### src/rtl/mod_counter_pkg.sv
// mod_counter_pkg
//   Shared definitions for the cascaded modulo-M counter chain.
//   - DEFAULT_MOD : default per-stage modulus
//   - dir_e       : encoding of the 'up' direction input
//   - digit_width : bits needed to hold one stage value 0..m-1
package mod_counter_pkg;

    localparam int DEFAULT_MOD = 10;

    typedef enum logic {
        DIR_DOWN = 1'b0,
        DIR_UP   = 1'b1
    } dir_e;

    // Never returns 0, so a degenerate modulus still yields a legal vector
    // width and the elaboration check can report the real problem.
    function automatic int digit_width(input int m);
        return (m < 2) ? 1 : $clog2(m);
    endfunction

endpackage

### src/rtl/mod_counter_stage.sv
// mod_counter_stage
//   One modulo-M digit of the counter chain.
//   Ports:
//     clk, rst_n  clock, asynchronous active-low reset
//     step        advance this digit by one in direction 'up'
//     up          1 = increment, 0 = decrement
//     clr         synchronous clear (highest priority)
//     load        synchronous load of ld_digit (clamped to M-1)
//     ld_digit    load value for this digit
//     digit       current digit value, 0..M-1
//     term        terminal flag: digit at M-1 (up) or 0 (down)
module mod_counter_stage
    import mod_counter_pkg::*;
#(
    parameter  int M = DEFAULT_MOD,
    localparam int W = digit_width(M)
) (
    input  logic         clk,
    input  logic         rst_n,
    input  logic         step,
    input  logic         up,
    input  logic         clr,
    input  logic         load,
    input  logic [W-1:0] ld_digit,
    output logic [W-1:0] digit,
    output logic         term
);

    localparam logic [W-1:0] MAX = W'(M - 1);

    dir_e dir;
    assign dir = dir_e'(up);

    always_comb begin
        term = (dir == DIR_UP) ? (digit == MAX) : (digit == '0);
    end

    // NOTE: state registers use non-blocking assignment so every stage samples
    // the pre-edge values of its neighbours; blocking here would let a stage
    // see a digit already updated in the same edge.
    always_ff @(posedge clk or negedge rst_n) begin
        if (!rst_n) begin
            digit <= '0;
        end else if (clr) begin
            digit <= '0;
        end else if (load) begin
            // Clamping keeps values >= M unreachable when M is not a power of two.
            digit <= (ld_digit > MAX) ? MAX : ld_digit;
        end else if (step) begin
            if (dir == DIR_UP) begin
                digit <= term ? '0 : digit + W'(1);
            end else begin
                digit <= term ? MAX : digit - W'(1);
            end
        end
    end

endmodule

### src/rtl/mod_counter_chain.sv
// mod_counter_chain
//   N cascaded modulo-M digits forming a multi-digit up/down counter
//   (M=10 gives a BCD counter). All digits update on the same edge; the
//   carry/borrow is a combinational AND chain of the stage terminals.
//   Ports:
//     clk, rst_n  clock, asynchronous active-low reset
//     en          count enable, one step per cycle
//     up          1 = increment, 0 = decrement
//     clr         synchronous clear of all digits and ovf (beats load, en)
//     load        synchronous parallel load of ld_val (beats en)
//     ld_val      load value, digit i at [i*W +: W], digit 0 least significant
//     cnt         current count, same packing as ld_val
//     co          combinational chain terminal, masked by clr/load
//     ovf         sticky flag, set on an edge where co=1, cleared by clr
//   Build option:
//     MOD_COUNTER_CHAIN_SAT_EN  saturate at the terminal value instead of wrapping
module mod_counter_chain
    import mod_counter_pkg::*;
#(
    parameter  int M = DEFAULT_MOD,
    parameter  int N = 4,
    localparam int W = digit_width(M)
) (
    input  logic           clk,
    input  logic           rst_n,
    input  logic           en,
    input  logic           up,
    input  logic           clr,
    input  logic           load,
    input  logic [N*W-1:0] ld_val,
    output logic [N*W-1:0] cnt,
    output logic           co,
    output logic           ovf
);

    if (M < 2) begin : g_bad_m
        $error("mod_counter_chain: M must be >= 2");
    end
    if (N < 1) begin : g_bad_n
        $error("mod_counter_chain: N must be >= 1");
    end

    logic [N-1:0] term;
    logic [N-1:0] step;
    logic [N-1:0] step_eff;
    logic         co_raw;

    // The running AND is kept in a local variable rather than indexing step
    // against itself, so the chain is a clean feed-forward path.
    // NOTE: every combinational output gets a default before any branch or
    // loop, so no path can leave it unassigned and infer a latch.
    always_comb begin
        logic run;
        step   = '0;
        co_raw = 1'b0;
        run    = en;
        for (int i = 0; i < N; i++) begin
            step[i] = run;
            run     = run & term[i];
        end
        co_raw = run;
    end

`ifdef MOD_COUNTER_CHAIN_SAT_EN
    // At the terminal value the whole chain freezes instead of wrapping.
    assign step_eff = co_raw ? '0 : step;
`else
    assign step_eff = step;
`endif

    assign co = co_raw & ~clr & ~load;

    always_ff @(posedge clk or negedge rst_n) begin
        if (!rst_n) begin
            ovf <= 1'b0;
        end else if (clr) begin
            ovf <= 1'b0;
        end else if (co) begin
            ovf <= 1'b1;
        end
    end

    for (genvar i = 0; i < N; i++) begin : g_stage
        mod_counter_stage #(
            .M (M)
        ) u_stage (
            .clk      (clk),
            .rst_n    (rst_n),
            .step     (step_eff[i]),
            .up       (up),
            .clr      (clr),
            .load     (load),
            .ld_digit (ld_val[i*W +: W]),
            .digit    (cnt[i*W +: W]),
            .term     (term[i])
        );
    end

endmodule

### config.mk
export PLATFORM = sky130hd
export DESIGN_NAME = mod_counter_chain
export DESIGN_NICKNAME = d
export VERILOG_FILES = /design/src/rtl/mod_counter_pkg.sv /design/src/rtl/mod_counter_stage.sv /design/src/rtl/mod_counter_chain.sv
export SDC_FILE = /design/constraint.sdc
export NUM_CORES = 1
export LEC_CHECK = 0
export ABC_AREA = 1
export CAP_MARGIN = 5
export CORE_UTILIZATION = 30
export CTS_CLUSTER_DIAMETER = 150
export DETAILED_ROUTE_END_ITERATION = 7
export SLEW_MARGIN = 20
export SYNTH_ARGS = -nofsm -noshare
export SYNTH_HDL_FRONTEND = slang
export SYNTH_SLANG_ARGS = --single-unit
### constraint.sdc
create_clock -name clk -period 1.62 [get_ports clk]
set_input_delay 0.162 -clock clk [delete_from_list [all_inputs] [get_ports clk]]
set_output_delay 0.162 -clock clk [all_outputs]
set_load 0.03 [all_outputs]
Word-level counts from Yosys, hierarchy flattened

Cells that the tools add are included.

Register bits: 17
Word-level logic and storage cells: 72
Input port bits: 22
Output and inout port bits: 18

Magnitude comparators: 4
$add $sub $neg: 8
Eq/ne operators: 4
Bitwise logic cells: 8
Reduce and logical (&&, ||, !) cells: 9
Multiplexer cells: 34

Operators by type and width:

| cell                                                               | count |
|---|---|
| 4-bit two-way mux                                                  | 28 |
| 4-bit by 1-bit adder with 4-bit output, second input constant      | 4 |
| 4-bit equality test, second input constant                         | 4 |
| 4-bit > comparator, second input constant                          | 4 |
| 4-bit logical NOT                                                  | 4 |
| 4-bit by 1-bit subtractor with 4-bit output, second input constant | 4 |
| 3-bit nonzero test                                                 | 4 |
| 1-bit bitwise AND                                                  | 6 |
| 1-bit two-way mux                                                  | 6 |
| 1-bit NOT                                                          | 2 |
| 2-bit nonzero test                                                 | 1 |

Depth between registers and ports, before layout

Gate-level depths: netlist (run 1).

Depth after elaboration: 10
Gate-level depth with buffers: 12
Gate-level depth less buffers: 12

Hierarchy

From an unflattened synthesis (run 1), not the netlist that was laid out.

Cells, all modules: 270
Area total of the unflattened synthesis: 1,654.1 µm²

Modules (own cells, without submodules):

| module            | area an instance (µm²) | times used | cells an instance | seq. area each (µm²) |
|---|---|---|---|---|
| mod_counter_stage | 390.4                  | 4          | 64                | 100.1 |
| mod_counter_chain | 92.6                   | 1          | 14                | 25.0 |

Worst setup path before layout (run 1)

OpenSTA, ideal clock, no wires.

Path kind: flip-flop to output port
From: register g_stage[2].u_stage.digit[0]
To: output co
Path buffers: 0
Required time: 1.458 ns
Cell stages (with the launch flop): 9
Path slack: -0.481 ns
Arrival: 1.939 ns
Cell sequence: dfrtp_1 > inv_1 > ha_1 > inv_1 > nor2_1 > nand2_1 > nand2_1 > nand3_1 > nor3_1

Word-level cells in the longest chain between the ends: 6
Elaborated cells between the ends (all ways): 7
Classes of those cells: eq/ne (1); mux (1); bitwise (4); reduce/logical (1)

RTL lines:

| element                                                         | RTL line                | text |
|---|---|---|
| from (decl)                                                     | mod_counter_stage.sv:25 | `output logic [W-1:0] digit,` |
| from (signal assigned)                                          | mod_counter_stage.sv:48 | `digit <= (ld_digit > MAX) ? MAX : ld_digit;` |
| from (signal assigned)                                          | mod_counter_stage.sv:51 | `digit <= term ? '0 : digit + W'(1);` |
| from (signal assigned)                                          | mod_counter_stage.sv:53 | `digit <= term ? MAX : digit - W'(1);` |
| 4-bit equality test / 4-bit logical NOT (equally long branches) | mod_counter_stage.sv:35 | `term = (dir == DIR_UP) ? (digit == MAX) : (digit == '0);` |
| 1-bit two-way mux *                                             | mod_counter_stage.sv:35 |  |
| 1-bit bitwise AND * (2 in series)                               | mod_counter_chain.sv:59 | `run = run & term[i];` |
| 1-bit bitwise AND * (2 in series)                               | mod_counter_chain.sv:71 | `assign co = co_raw & ~clr & ~load;` |
| to (decl)                                                       | mod_counter_chain.sv:32 | `output logic co,` |

Every way passes the cells marked *; elsewhere a longest branch is shown, timed or not.

Worst setup path after layout (run 1)

Ends and elaborated chain as after synthesis.

==> results of run 1 <==
layout by cell type (no fill, tap or decap), drive strengths merged:
cell / synthesis / layout
a21oi: 5 / 5
buf: 6 / 62
clkbuf: 1 / 3
clkdlybuf4s50: 0 / 23
clkinv: 0 / 1
dfrtp: 17 / 17
dlygate4sd2: 0 / 8
dlymetal6s2s: 0 / 7
ha: 12 / 12
inv: 36 / 36
nand2: 83 / 83
nand3: 35 / 35
nand3b: 1 / 1
nand4: 12 / 12
nor2: 29 / 29
nor3: 2 / 2
nor3b: 1 / 1
o211ai: 1 / 1
o21a: 1 / 1
o21ai: 24 / 24
o31ai: 2 / 2
or2: 1 / 1
xnor2: 1 / 1
xor2: 3 / 3
flip-flops by register name, indices dropped and copies added, names as in the netlist:
signal	flops
g_stage.u_stage.digit	16
ovf	1
where the power goes:
part | switching (mW) | internal (mW)
clock network | 0.175 | 0.172
logic | 0.572 | 0.490
registers | 0.0680 | 0.473
total | 0.815 | 1.13
metal layers:
layer	vias to the layer above	track usage, %
li1	1080	-
met1	924	23.4
met2	48	31.3
met3	4	2.79
met4	0	3.33
met5	-	0
critical path, stage by stage (launching register included):
cell	delay (ps)
sky130_fd_sc_hd__dfrtp_2	440
sky130_fd_sc_hd__inv_2	80
sky130_fd_sc_hd__ha_4	130
sky130_fd_sc_hd__inv_2	40
sky130_fd_sc_hd__nor2_4	100
sky130_fd_sc_hd__nand2_2	80
sky130_fd_sc_hd__nand2_4	90
sky130_fd_sc_hd__nand3_4	80
sky130_fd_sc_hd__nor3_4	210
sky130_fd_sc_hd__buf_6	150
metrics by stage:
step | total power, mW | setup slack, ps | instance area, um^2 | hold slack, ps
global placement | 1.43 | -111 | 2560 | 522
global route | 2.10 | -301 | 2960 | 261
floorplan | 1.04 | -59.7 | 1780 | -134
CTS | 1.85 | -186 | 2720 | 241
detailed placement | 1.44 | -117 | 2560 | 527
finish | 1.95 | -211 | 2960 | 231
area by class of cell:
| type | instances | area (um^2) | share of cell area, % |
|---|---|---|---|
| sequential | 17 | 434 | 14.7 |
| clock inverter | 1 | 5.00 | 0.169 |
| multi-input combinational | 213 | 1360 | 46.0 |
| timing repair buffer | 100 | 880 | 29.7 |
| inverter | 36 | 148 | 4.99 |
| tap | 72 | 90.1 | 3.05 |
| clock buffer | 3 | 41.3 | 1.40 |
cell families after synthesis:
logic type / Yosys count
simple gates: 164
buf+inv: 43
compound gates: 33
flops: 17
fa+ha+maj: 12
xor+xnor: 4
what timing repair did:
action                     CTS  global route
setup buffers               10             6
resized for setup           23            64
setup endpoints to repair   15            22
pin swaps                    5            14
path summary, 6_finish.rpt:
| kind | depth (start not counted) | to | from |
|---|---|---|---|
| max in group asynchronous | 2 | g_stage[0].u_stage.digit[1] | rst_n |
| min in group clk | 2 | ovf | ovf |
| min reg2reg | 2 | ovf | ovf |
| max | 9 | co | g_stage[2].u_stage.digit[0] |
| min | 2 | g_stage[2].u_stage.digit[3] | rst_n |
| max reg2reg | 14 | g_stage[2].u_stage.digit[0] | g_stage[2].u_stage.digit[0] |
==> impl_summary.log, run 1 <==
INFO  metric run_status = finished with violations
INFO  metric violations = setup timing
INFO  metric synth-seq-cells = 17
INFO  metric htree_num_levels = 1
INFO  metric final_layout_size_suffix_gt1_share = 37.3%
INFO  metric antenna_left = 0
INFO  metric slew-limit-headroom = 77.5%
INFO  metric routabilityCongestion = 0.869
INFO  metric design.die.area = 6170 um^2
INFO  metric synth_cells = 273
INFO  metric syn_avg_cell_area = 6.43 um^2
INFO  metric number_of_flops_mapped_to_enable_cells_by_yosys = 0
INFO  metric critPathLaunchType = flop
INFO  metric max_cap_violations = 0
INFO  metric vias_per_cell = 4.65
INFO  metric wl_met2 = 2.77 mm
INFO  metric design.portCount = 40
INFO  metric worst_hold_path_type = in -> async
INFO  metric die_h = 78.5 um
INFO  metric synth_async_sr_flop_share = 100%
INFO  metric number_of_search_and_repair_iterations_in_the_first_detailed_routing_pass = 4
INFO  metric stdcell_count = 442
INFO  metric worst_clock_skew = 1.51 ps
INFO  metric post-synth-top-area-fraction = 24.2%
INFO  metric detailedRoute.firstIterationViolations = 133
INFO  metric area_growth_syn_to_layout = 68.4%
INFO  metric post_route_drc_violation_count = 0
INFO  metric timing_worst_setup_path_type = reg -> out
INFO  metric layout_min_cycle_time = 1830 ps
INFO  metric setup_viol_count_final = 5
INFO  metric largest_cells_by_area_after_synthesis = sky130_fd_sc_hd__dfrtp_1, sky130_fd_sc_hd__nand2_1, sky130_fd_sc_hd__nand3_1
INFO  metric cell_variety_after_synth = 31
INFO  metric clk_pin_slew = 80 ps
INFO  metric synth.net_count = 307
INFO  metric gr-total-overflow = 0
INFO  metric critPathCaptureType = output pin
INFO  metric worst-r2r-setup-slack = -140 ps
INFO  metric cts_tree = yes
INFO  metric grt_antenna_before_repair = 0
INFO  metric io_buffers = 39
INFO  metric combinational_family_with_the_most_area_after_synthesis = simple AND/OR/NAND/NOR gates
INFO  metric synth_simple_gate_area_share = 43.4%
INFO  metric tritoncts_sinks = 17
INFO  metric grt_first_pass_wirelength = 8.75 mm
INFO  metric syn-cell-area = 1760 um^2
INFO  metric route.met3.wl = 258 um
INFO  metric synth.area.mux_share = 0%
INFO  metric chipWidth = 78.5 um
INFO  metric synthFlopType = sky130_fd_sc_hd__dfrtp_1
INFO  metric grt_start_max_net_pins = 18
INFO  metric synth_area_leader_cell = sky130_fd_sc_hd__dfrtp_1
INFO  metric critical_path.max_fanout = 3
INFO  metric yosysMostFrequentCell = sky130_fd_sc_hd__nand2_1
INFO  metric cts-root-to-sink-buffers = 2
INFO  metric leak_pwr = 1.54 nW
INFO  metric synthTopCellsByCount = sky130_fd_sc_hd__nand2_1, sky130_fd_sc_hd__nand3_1, sky130_fd_sc_hd__inv_1
INFO  metric vias = 2056
INFO  metric ys_seq_area_share = 24.2%
INFO  metric achievable-frequency = 546 MHz
INFO  metric fin_tns_setup = -481 ps
INFO  metric rsz0062_at_grt = yes
INFO  metric core-area = 5570 um^2
INFO  metric place.detailed.hpwl = 4.09 mm
INFO  metric cts_hold_buf = 0
INFO  metric first_global_vias = 1881
INFO  metric vdd_drop_max = 0.398 mV
INFO  metric synthAdderAreaFrac = 8.55%
INFO  metric initial_core_utilization = 31.5%
INFO  metric final.setup.worst_slack = -211 ps
INFO  metric average_wire_per_cell_in_the_routed_design = 12.4 um
INFO  metric synth_compound_area_share = 11.3%
INFO  metric cts_buffers = 3
INFO  metric antenna-diode-count = 0
INFO  metric layout_worst_path_cycle_share = 113%
INFO  metric dp.cells = 423
INFO  metric clockRootBuffer = sky130_fd_sc_hd__clkbuf_8
INFO  metric tightest_slew = 333 ps
INFO  metric timing.critical_path.required = 1460 ps
INFO  metric worst-endpoint-arrival = 1670 ps
INFO  metric final_core_utilization = 53.1%
INFO  metric drt_wl_total = 5.47 mm
INFO  metric num-fill-cells = 540
INFO  metric report.final.hold_viol_count = 0
INFO  metric clock_latency = 260 ps
INFO  metric wl_met1 = 2.40 mm
INFO  metric synth_area_in_xor_xnor = 1.99%
INFO  metric gr-usage-all-layers = 18.0%
INFO  metric dr.max_layer_used = met4
INFO  metric pwr_density_cell = 659 nW/um^2
INFO  metric num_rows = 27
INFO  metric ys.warnings.count = 0
INFO  metric design.final.nets = 405
INFO  metric timing.final.max_slew_violations = 0
Note: power is estimated with default switching activity, not from simulation.
==> inputs of run 2 (changes only) <==
--- a/config.mk
+++ b/config.mk
@@ -12,2 +12,3 @@
 export DETAILED_ROUTE_END_ITERATION = 7
+export DONT_BUFFER_PORTS = 1
 export SLEW_MARGIN = 20
==> constraint.sdc (replaced) <==
create_clock -name clk -period 1.59 [get_ports clk]
set_input_delay 0.159 -clock clk [delete_from_list [all_inputs] [get_ports clk]]
set_output_delay 0.159 -clock clk [all_outputs]
set_load 0.1 [all_outputs]
==> impl_summary.log, run 2 (same netlist as run 1, synthesis figures left out) <==
INFO  metric pwr_density_cell = 813 nW/um^2 (+23%)
INFO  metric post_route_drc_violation_count = 0 (unchanged)
INFO  metric area_occupied_by_multi_input_gates = 1400 um^2 (+2.7%)
INFO  metric wl_met2 = 2.77 mm (-0.11%)
INFO  metric slew-limit-headroom = 42.5% (-35 points)
INFO  metric cells_along_the_critical_path = inv_4, ha_4, inv_2, nor2_4, nand2_2, nand2_2, nand3_4, nor3_4, buf_12
INFO  metric crit_path_top_delay_cell = sky130_fd_sc_hd__dfrtp_4
INFO  metric area_growth_syn_to_layout = 50.4%
INFO  metric antenna-diode-count = 0 (unchanged)
INFO  metric critical_path.most_common_cell = sky130_fd_sc_hd__nand2_2
INFO  metric vdd_drop_max = 0.313 mV (-21%)
INFO  metric critPathLaunchType = flop
INFO  metric timing.critical_path.required = 1430 ps (-30 ps)
INFO  metric tritoncts_sinks = 17 (unchanged)
INFO  metric grt_start_max_net_pins = 23 (+5)
INFO  metric route.met3.wl = 312 um (+21%)
INFO  metric chipWidth = 78.5 um (unchanged)
INFO  metric detailedRoute.firstIterationViolations = 89 (-33%)
INFO  metric design.die.area = 6170 um^2 (unchanged)
INFO  metric num-fill-cells = 580 (+7.4%)
INFO  metric final_core_utilization = 47.4% (-5.7 points)
INFO  metric final_cell_area = 2640 um^2 (-11%)
INFO  metric drt_wl_total = 5.49 mm (+0.44%)
INFO  metric clk_pin_slew = 80 ps (about the same)
INFO  metric p_int = 1.10 mW (-3.1%)
INFO  metric number_of_search_and_repair_iterations_in_the_first_detailed_routing_pass = 4 (unchanged)
INFO  metric rsz0062_at_grt = yes
INFO  metric largest_reg_flops = 16 (unchanged)
INFO  metric die_h = 78.5 um (unchanged)
INFO  metric htree_num_levels = 1 (unchanged)
INFO  metric design.portCount = 40 (unchanged)
INFO  metric vias_per_cell = 4.90 (+5.4%)
INFO  metric cts-root-to-sink-buffers = 2 (unchanged)
INFO  metric power.share.combinational = 58.1% (+3.6 points)
INFO  metric place.detailed.hpwl = 4.02 mm (-1.7%)
INFO  metric critical_path.max_fanout = 3 (unchanged)
INFO  metric cts_tree = yes
INFO  metric power.share.sequential = 25.9% (-1.8 points)
INFO  metric clock_latency = 270 ps (about the same)
INFO  metric grt_antenna_before_repair = 0 (unchanged)
INFO  metric worst_hold_path_type = in -> reg
INFO  metric p_sw_share = 48.8% (+7.0 points)
INFO  metric num_rows = 27 (unchanged)
INFO  metric final.setup.worst_slack = -328 ps (-118 ps)
INFO  metric cpPeakStageDelay = 510 ps (+70 ps)
INFO  metric gr-usage-all-layers = 17.7% (-0.32 points)
INFO  metric initial_core_utilization = 31.5% (unchanged)
INFO  metric timing.final.max_slew_violations = 0 (unchanged)
INFO  metric dr.max_layer_used = met4
INFO  metric critPathCaptureType = output pin
INFO  metric most-common-layout-cells = sky130_fd_sc_hd__nand2_1, sky130_fd_sc_hd__buf_4, sky130_fd_sc_hd__nand3_1
INFO  metric register_containing_the_most_flip_flops_in_the_final_layout = g_stage.u_stage.digit
INFO  metric report.final.hold_viol_count = 0 (unchanged)
INFO  metric io_buffers = 0 (-100%)
INFO  metric antenna_left = 0 (unchanged)
INFO  metric average_wire_per_cell_in_the_routed_design = 13.7 um (+11%)
INFO  metric setup_viol_count_final = 11 (+6)
INFO  metric placed_area = 2300 um^2 (-10%)
INFO  metric timing_worst_setup_path_type = reg -> out
INFO  metric run_status = finished with violations
INFO  metric cts_buffers = 3 (unchanged)
INFO  metric vias = 1961 (-4.6%)
INFO  metric first_global_vias = 1885 (+0.21%)
INFO  metric tightest_slew = 860 ps (+527 ps)
INFO  metric routabilityCongestion = 0.820 (-5.6%)
INFO  metric max_cap_violations = 0 (unchanged)
INFO  metric gr-total-overflow = 0 (unchanged)
INFO  metric leak_pwr = 1.25 nW (-19%)
INFO  metric p_sw = 1.05 mW (+29%)
INFO  metric design.final.nets = 363 (-10%)
INFO  metric reg_top3 = g_stage.u_stage.digit: 16 flops, ovf: 1 flops
INFO  metric layout_worst_path_cycle_share = 121%
INFO  metric layout.cells.most_common = sky130_fd_sc_hd__nand2_1
INFO  metric clockRootBuffer = sky130_fd_sc_hd__clkbuf_8
INFO  metric final_layout_size_suffix_gt1_share = 44.5% (+7.2 points)
INFO  metric violations = setup timing
INFO  metric clk_network_pwr_share = 16.0% (-1.8 points)
INFO  metric worst-endpoint-arrival = 1760 ps (+90 ps)
INFO  metric layout_min_cycle_time = 1920 ps
INFO  metric core-area = 5570 um^2 (unchanged)
INFO  metric grt_first_pass_wirelength = 8.67 mm (-0.95%)
INFO  metric area_used_by_sequential_logic_in_the_layout = 468 um^2 (+7.8%)
INFO  metric worst_clock_skew = 11.3 ps (+9.80 ps)
INFO  metric achievable-frequency = 521 MHz
INFO  metric wl_met1 = 2.35 mm (-2.0%)
==> run 2: cell count changes in the layout (fill, tap and decap cells not counted), moves of 7 or more <==
cell,previous run,this run
sky130_fd_sc_hd__buf_4,55,47
sky130_fd_sc_hd__clkdlybuf4s50_1,23,0
sky130_fd_sc_hd__dfrtp_1,10,1
sky130_fd_sc_hd__dfrtp_4,0,9
sky130_fd_sc_hd__dlygate4sd2_1,8,0
sky130_fd_sc_hd__dlymetal6s2s_1,7,0
==> run 2: final timing paths <==
path / startpoint / endpoint / slack, ps / cells after the start
setup / recovery: g_stage[2].u_stage.digit[0] / co / -330 / 9
hold / removal: clr / g_stage[3].u_stage.digit[1] / 40 / 3
setup reg to reg: g_stage[0].u_stage.digit[1] / g_stage[2].u_stage.digit[0] / -250 / 13
hold reg to reg: g_stage[2].u_stage.digit[3] / g_stage[2].u_stage.digit[3] / 540 / 2
max in group asynchronous: rst_n / g_stage[0].u_stage.digit[0] / 510 / 1
min in group asynchronous: rst_n / g_stage[3].u_stage.digit[0] / 450 / 1
==> run 2: final cells by class <==
class,instances,area share [%]
Clock inverter,1,0.189
Multi-Input combinational cell,213,52.8
Tap cell,72,3.41
Inverter,36,5.97
Timing Repair Buffer,58,18.3
Clock buffer,3,1.56
Sequential cell,17,17.7
==> run 2: critical path, delay by kind of cell, from the launching register on <==
family,cells,cell delay [ps]
AND/OR/NAND/NOR,5,550
flip-flops,1,510
buffers and inverters,3,310
adder cells (fa/ha/maj),1,120
==> run 2: routing by layer <==
layer | up-vias | track usage [%]
met1 | 906 | 22.4
met2 | 54 | 30.4
met4 | 0 | 5.74
li1 | 996 | -
met5 | - | 0
met3 | 5 | 2.67
==> run 2: repair_timing <==
| action | 4_1_cts | 5_1_grt |
|---|---|---|
| cloned | 0 | 0 |
| resized for setup | 4 | 44 |
| pin swaps | 3 | 24 |
| endpoints found under the setup margin | 8 | 18 |
| endpoints found under the hold margin | 17 | 0 |
| setup buffers | 4 | 13 |
| hold buffers | 1 | 0 |
==> run 2: power groups by stage <==
stage | Combinational [mW] | Sequential (mW) | Clock (mW)
floorplan | 0.471 | 0.927 | 0
global route | 1.34 | 0.566 | 0.369
CTS | 1.13 | 0.557 | 0.357
detailed placement | 1.09 | 0.568 | 0
global placement | 1.07 | 0.567 | 0
finish | 1.25 | 0.557 | 0.345
==> run 2: per-stage QoR <==
| stage | setup slack, ps | hold WS (ps) | TNS, ps | power (mW) | std cells |
|---|---|---|---|---|---|
| floorplan | -649 | -137 | -1410 | 1.40 | 273 |
| global placement | -45.4 | -136 | -46.0 | 1.64 | 380 |
| detailed placement | -90.0 | -136 | -144 | 1.65 | 380 |
| CTS | -346 | 30.4 | -1130 | 2.04 | 389 |
| global route | -416 | 64.5 | -2960 | 2.28 | 400 |
| finish | -328 | 41.4 | -1940 | 2.15 | 400 |
